==> src/rtl/serial_buffer_pkg.sv <==
// serial_buffer_pkg: shared state encoding and default sizing for the serial transmit/receive buffers
package serial_buffer_pkg;
    typedef enum logic [1:0] {
        IDLE = 2'd0,
        FILL = 2'd1,
        HOLD = 2'd2
    } state_t;
    localparam int DEFAULT_NUM_BYTES      = 10;
    localparam int DEFAULT_TIMEOUT_CYCLES = 100000;
endpackage

==> src/rtl/serial_to_parallel_buffer_if.sv <==
// serial_to_parallel_buffer_if: byte-strobe input side and frame handshake output side of the receive buffer
interface serial_to_parallel_buffer_if
    import serial_buffer_pkg::*;
#(
    parameter int NUM_BYTES = DEFAULT_NUM_BYTES
);
    logic [7:0]             rx_byte;
    logic                   rx_valid;
    logic                   out_ready;
    logic [NUM_BYTES*8-1:0] data_out;
    logic                   data_valid;
    logic                   active;
    logic                   overrun;
    logic                   timeout_err;

    modport master (
        output rx_byte, rx_valid, out_ready,
        input  data_out, data_valid, active, overrun, timeout_err
    );

    modport slave (
        input  rx_byte, rx_valid, out_ready,
        output data_out, data_valid, active, overrun, timeout_err
    );
endinterface

==> src/rtl/serial_to_parallel_buffer_interbyte_timer.sv <==
// interbyte_timer: counts idle cycles while run is high; expired flags the TIMEOUT_CYCLES-th idle cycle
module interbyte_timer
    import serial_buffer_pkg::*;
#(
    parameter int TIMEOUT_CYCLES = DEFAULT_TIMEOUT_CYCLES
) (
    input  logic clk,
    input  logic rst_n,
    input  logic run,
    input  logic clear,
    output logic expired
);
    localparam int W = $clog2(TIMEOUT_CYCLES);

    logic [W-1:0] cnt;

    // a clear on the expiry cycle suppresses expiry so the arriving byte wins
    assign expired = run && !clear && (cnt == W'(TIMEOUT_CYCLES - 1));

    always_ff @(posedge clk or negedge rst_n) begin
        if (!rst_n)
            cnt <= '0;
        else
            cnt <= (!run || clear || expired) ? '0 : cnt + 1'b1;
    end
endmodule

==> src/rtl/serial_to_parallel_buffer.sv <==
// serial_to_parallel_buffer: assembles NUM_BYTES strobed bytes into one word with a valid/ready handshake.
// Define SP_TIMEOUT_EN to discard partial frames after TIMEOUT_CYCLES idle cycles.
module serial_to_parallel_buffer
    import serial_buffer_pkg::*;
#(
    parameter int NUM_BYTES      = DEFAULT_NUM_BYTES,
    parameter int TIMEOUT_CYCLES = DEFAULT_TIMEOUT_CYCLES
) (
    input logic                        clk,
    input logic                        rst_n,
    serial_to_parallel_buffer_if.slave bus
);
    localparam int CNT_W  = $clog2(NUM_BYTES + 1);
    localparam int BASE_W = $clog2(NUM_BYTES * 8);

    if (NUM_BYTES < 1 || TIMEOUT_CYCLES < 2) begin : g_bad_param
        $error("serial_to_parallel_buffer: NUM_BYTES must be >= 1 and TIMEOUT_CYCLES >= 2");
    end

    state_t                 state;
    logic [CNT_W-1:0]       count;
    logic [NUM_BYTES*8-1:0] data_out;
    logic                   data_valid;
    logic                   active;
    logic                   overrun;
    logic                   timeout_err;
    logic                   expired;
    logic                   accept;
    logic                   full;
    logic [CNT_W-1:0]       slot;
    logic [BASE_W-1:0]      base;

`ifdef SP_TIMEOUT_EN
    interbyte_timer #(
        .TIMEOUT_CYCLES(TIMEOUT_CYCLES)
    ) u_timer (
        .clk    (clk),
        .rst_n  (rst_n),
        .run    (state == FILL),
        .clear  (bus.rx_valid),
        .expired(expired)
    );
`else
    assign expired = 1'b0;
`endif

    // a byte landing in HOLD alongside the transfer restarts the frame at slot 0
    always_comb begin
        accept = bus.rx_valid && (state == IDLE || state == FILL || (state == HOLD && bus.out_ready));
        slot   = (state == FILL) ? count : '0;
        base   = BASE_W'({slot, 3'b000});
        full   = (slot == CNT_W'(NUM_BYTES - 1));
    end

    always_ff @(posedge clk or negedge rst_n) begin
        if (!rst_n) begin
            state       <= IDLE;
            count       <= '0;
            data_out    <= '0;
            data_valid  <= 1'b0;
            active      <= 1'b0;
            overrun     <= 1'b0;
            timeout_err <= 1'b0;
        end else begin
            overrun     <= 1'b0;
            timeout_err <= 1'b0;
            if (accept) begin
                data_out[base +: 8] <= bus.rx_byte;
                count               <= slot + 1'b1;
                state               <= full ? HOLD : FILL;
                data_valid          <= full;
                active              <= 1'b1;
            end else if (state == HOLD && bus.out_ready) begin
                count      <= '0;
                state      <= IDLE;
                data_valid <= 1'b0;
                active     <= 1'b0;
            end else if (state == HOLD) begin
                overrun <= bus.rx_valid;
            end else if (state == FILL && expired) begin
                count       <= '0;
                state       <= IDLE;
                active      <= 1'b0;
                timeout_err <= 1'b1;
            end else if (state != IDLE && state != FILL) begin
                count      <= '0;
                state      <= IDLE;
                data_valid <= 1'b0;
                active     <= 1'b0;
            end
        end
    end

    assign bus.data_out    = data_out;
    assign bus.data_valid  = data_valid;
    assign bus.active      = active;
    assign bus.overrun     = overrun;
    assign bus.timeout_err = timeout_err;
endmodule

==> src/flat_wrapper.sv <==
// flat-port wrapper written by rule: the top's interface ports become plain ports
module serial_to_parallel_buffer_flat import serial_buffer_pkg::*;
#(
    parameter int NUM_BYTES      = DEFAULT_NUM_BYTES,
    parameter int TIMEOUT_CYCLES = DEFAULT_TIMEOUT_CYCLES
)
  (clk, rst_n, bus_rx_byte, bus_rx_valid, bus_out_ready, bus_data_out, bus_data_valid, bus_active, bus_overrun, bus_timeout_err);
  serial_to_parallel_buffer_if #(.NUM_BYTES(NUM_BYTES)) bus_i ();
  input logic clk;
  input logic rst_n;
  input wire logic [$bits(bus_i.rx_byte)-1:0] bus_rx_byte;
  input wire logic [$bits(bus_i.rx_valid)-1:0] bus_rx_valid;
  input wire logic [$bits(bus_i.out_ready)-1:0] bus_out_ready;
  output wire logic [$bits(bus_i.data_out)-1:0] bus_data_out;
  output wire logic [$bits(bus_i.data_valid)-1:0] bus_data_valid;
  output wire logic [$bits(bus_i.active)-1:0] bus_active;
  output wire logic [$bits(bus_i.overrun)-1:0] bus_overrun;
  output wire logic [$bits(bus_i.timeout_err)-1:0] bus_timeout_err;
  assign bus_i.rx_byte = bus_rx_byte;
  assign bus_i.rx_valid = bus_rx_valid;
  assign bus_i.out_ready = bus_out_ready;
  assign bus_data_out = bus_i.data_out;
  assign bus_data_valid = bus_i.data_valid;
  assign bus_active = bus_i.active;
  assign bus_overrun = bus_i.overrun;
  assign bus_timeout_err = bus_i.timeout_err;
  serial_to_parallel_buffer #(.NUM_BYTES(NUM_BYTES), .TIMEOUT_CYCLES(TIMEOUT_CYCLES)) u_core (.clk(clk), .rst_n(rst_n), .bus(bus_i));
endmodule
==> config.mk <==
export PLATFORM = sky130hd
export DESIGN_NAME = serial_to_parallel_buffer_flat
export DESIGN_NICKNAME = d
export VERILOG_FILES = /design/src/rtl/serial_buffer_pkg.sv /design/src/rtl/serial_to_parallel_buffer_if.sv /design/src/rtl/serial_to_parallel_buffer_interbyte_timer.sv /design/src/rtl/serial_to_parallel_buffer.sv /design/src/flat_wrapper.sv
export SDC_FILE = /design/constraint.sdc
export NUM_CORES = 1
export LEC_CHECK = 0
export BUFFER_PORTS_ARGS = -buffer_cell sky130_fd_sc_hd__buf_2
export CORE_MARGIN = 4
export CORE_UTILIZATION = 25
export CTS_CLUSTER_SIZE = 24
export DETAILED_ROUTE_END_ITERATION = 8
export SYNTH_ARGS = -nofsm -noshare
export SYNTH_HDL_FRONTEND = slang
export SYNTH_SLANG_ARGS = --single-unit
==> constraint.sdc <==
create_clock -name clk -period 5.15 [get_ports clk]
set_input_delay 0.515 -clock clk [delete_from_list [all_inputs] [get_ports clk]]
set_output_delay 0.515 -clock clk [all_outputs]
set_load 0.05 [all_outputs]
==> flow_metrics.env <==
export IMPL_cts_sinks=88
export IMPL_grt_pass1_vias=2952
export IMPL_async_reset_ff_share_pct=100.0
export IMPL_yosysWarningCount=0
export IMPL_synth_top_area_share_pct=54.78
export IMPL_dieHeight_um=134.8
export IMPL_gr_total_overflow=0
export IMPL_slew_headroom_pct=53.47
export IMPL_slew_viol_final=0
export IMPL_drc_errors=0
export IMPL_synth_top_family_by_area="multiplexers"
export IMPL_cts_tree="yes"
export IMPL_maxCapViolCount=0
export IMPL_path_max_fanout=12
export IMPL_cts_hold_buf=0
export IMPL_drt_pass1_iter_count=4
export IMPL_layout_setup_ws_ns=2.136
export IMPL_synthXorXnorAreaFrac_pct=0.8403
export IMPL_synthSimpleGateAreaFrac_pct=12.48
export IMPL_finalCritPeriodShare_pct=58.52
export IMPL_synth_area_per_cell_um2=12.97
export IMPL_worstMarginPinSlew_ns=0.6980
export IMPL_synth_distinct_cells=49
export IMPL_synth_seq_cells=88
export IMPL_syn2layout_area_growth_pct=23.87
export IMPL_yosysTopAreaCell="dfrtp_1"
export IMPL_wl_um=10700
export IMPL_n_antenna_cell=0
export IMPL_synth_most_common_cell="dfrtp_1"
export IMPL_clkLatencyLatePin_ns=0.35
export IMPL_die_width_um=134.8
export IMPL_final_cell_count_no_fill=619
export IMPL_start_util_pct=25.40
export IMPL_portBuffers=94
export IMPL_fin_nets=414
export IMPL_synth_seq_area_share_pct=54.78
export IMPL_synth_fa_ha_area_share_pct=1.245
export IMPL_antenna_found_initial=0
export IMPL_clk_pin_slew_ns=0.07
export IMPL_cp_data_arrival_time_ns=3.24
export IMPL_via_per_inst=4.525
export IMPL_synthCells=310
export IMPL_synth_edf_count=0
export IMPL_cts_root_buf="clkbuf_16"
export IMPL_finClkSkew_ns=0.008463
export IMPL_dieArea_um2=18170
export IMPL_tns_ns=0
export IMPL_hold_violations=0
export IMPL_dp_hpwl_um=7575
export IMPL_place_ws_ns=2.169
export IMPL_reg2reg_slack_ns=2.14
export IMPL_crit_type="flop to flop"
export IMPL_drt_iter0_markers=143
export IMPL_critPathLaunchType="flop"
export IMPL_required_ns=5.38
export IMPL_routedWlPerCell_um=17.28
export IMPL_ir_worst_vdd_v=0.0004329
export IMPL_gp_congestion=0.8170
export IMPL_total_power_mw=3.570
export IMPL_rows=46
export IMPL_core_area_um2=15830
export IMPL_pwr_density_cell_nw_per_um2=717.0
export IMPL_synth_ff_type="dfrtp_1"
export IMPL_place_inst=603
export IMPL_track_usage_pct=12.23
export IMPL_hold_ws_ns=0.1187
export IMPL_ant_nets=0
export IMPL_synthTopCellsByArea="dfrtp_1, mux2_2, mux2_4"
export IMPL_post_cts_buffers=0
export IMPL_period_needed_ns=3.014
export IMPL_vias=2801
export IMPL_htree_levels=3
export IMPL_ios=96
export IMPL_grt_max_degree=55
export IMPL_status="finished, final reports clean"
export IMPL_synth_area_um2=4020
export IMPL_synthMuxAreaShare_pct=20.29
export IMPL_cts_buffers=9
export IMPL_p_leak_nw=2.516
export IMPL_grt_pass1_wl_um=16990
export IMPL_syn_nets=326
export IMPL_synth_compound_area_share_pct=6.567
export IMPL_synth_common_cells="dfrtp_1, mux2_2, nand2_1"
export IMPL_grt_setup_unrepaired="no"
export IMPL_finalSetupViolCount=0
export IMPL_end_kind="flop"
export IMPL_final_layout_size_suffix_gt1_share_pct=45.66
export IMPL_max_clock_path_buffers=2
export IMPL_max_freq_ghz=0.3318
export IMPL_cts_resized=0
export IMPL_hp_class="input port to async pin"
## through the flow
stage / util (%) / instance area (µm²)
2_1_floorplan: - / 4020
4_1_cts: 31.46 / 4980
5_1_grt: 31.46 / 4980
6_report: 31.46 / 4980
3_3_place_gp: 29.51 / 4671
3_5_place_dp: 29.51 / 4671
## registers in the layout (all words and copies together), names as in the netlist
name and flops:
u_core.count 4, u_core.bus.data_out 80, u_core.bus.overrun 1, u_core.bus.active 1, u_core.state 1, u_core.bus.data_valid 1
## worst paths after layout
kind / depth (start not counted) / to / start
setup reg to reg: 7 / u_core.bus.data_out[33]$_DFFE_PN0P_ / u_core.state[0]$_DFFE_PN0P_
hold reg to reg: 1 / u_core.bus.data_out[50]$_DFFE_PN0P_ / u_core.bus.data_out[50]$_DFFE_PN0P_
max in group asynchronous: 2 / u_core.bus.data_out[64]$_DFFE_PN0P_ / rst_n
setup / recovery: 7 / u_core.bus.data_out[33]$_DFFE_PN0P_ / u_core.state[0]$_DFFE_PN0P_
min in group clk: 1 / u_core.bus.data_out[50]$_DFFE_PN0P_ / u_core.bus.data_out[50]$_DFFE_PN0P_
hold / removal: 1 / u_core.bus.data_out[10]$_DFFE_PN0P_ / rst_n
## final cells by class
class | instances | area (µm²)
fillers | 1628 | 10850
flip-flops and latches | 88 | 2202
multi-input cells | 192 | 1669
repair buffers | 96 | 488.0
well taps | 216 | 270.3
clock buffers | 9 | 225.2
clock inverters | 7 | 83.83
inverters | 11 | 41.29
## metal layers
layer	vias up	GRT usage, %	share of wire [%]
met1	1419	16.38	47
met3	12	3.577	6.3
met4	0	3.903	1.5
met5	-	0	0
met2	92	19.12	45
li1	1278	-	-
## cell families after synthesis
logic type	after synthesis
flip-flops	88
AND/OR/NAND/NOR	77
multiplexers	71
AO/OA/AOI/OAI	36
buffers and inverters	30
adder cells (fa/ha/maj)	4
XOR/XNOR	3
other	1
## worst max-delay path, stage by stage, from the launching register on
cell     delay [ns]
dfrtp_1        0.51
nor2b_4        0.39
nand2_1        0.19
ha_1           0.34
nor2_1         0.22
a21oi_2        0.15
or4_1          0.71
mux2_4         0.39
## layout by cell type, fill, tap and decap left out, types with 2 or more instances in the layout
cell type	netlist	layout
clkbuf_16	0	9
inv_1	11	11
dfrtp_1	88	88
and3_1	9	9
buf_4	2	3
a32o_1	6	6
nand3_1	6	6
mux2i_1	11	11
inv_6	0	4
nor2b_1	2	2
mux2_4	8	8
o21ai_0	6	6
nor2_1	6	6
buf_2	11	93
nand2_1	15	15
o22ai_1	5	5
a22o_1	4	4
o41ai_1	4	4
ha_1	4	4
and2_1	11	11
nor3b_2	2	2
a21oi_1	5	5
nand2b_1	5	5
mux2_2	52	52
nor3b_1	6	6
or4_1	2	2
## where the power goes
group          switching (mW)  internal, mW  total (mW)  leakage (nW)
registers               0.177         0.936        1.11          1.13
clock network           0.295         0.386       0.681         0.149
logic                    1.29         0.488        1.78          1.23
total                    1.76          1.81        3.57          2.52
Note: power is estimated with default switching activity, not from simulation.
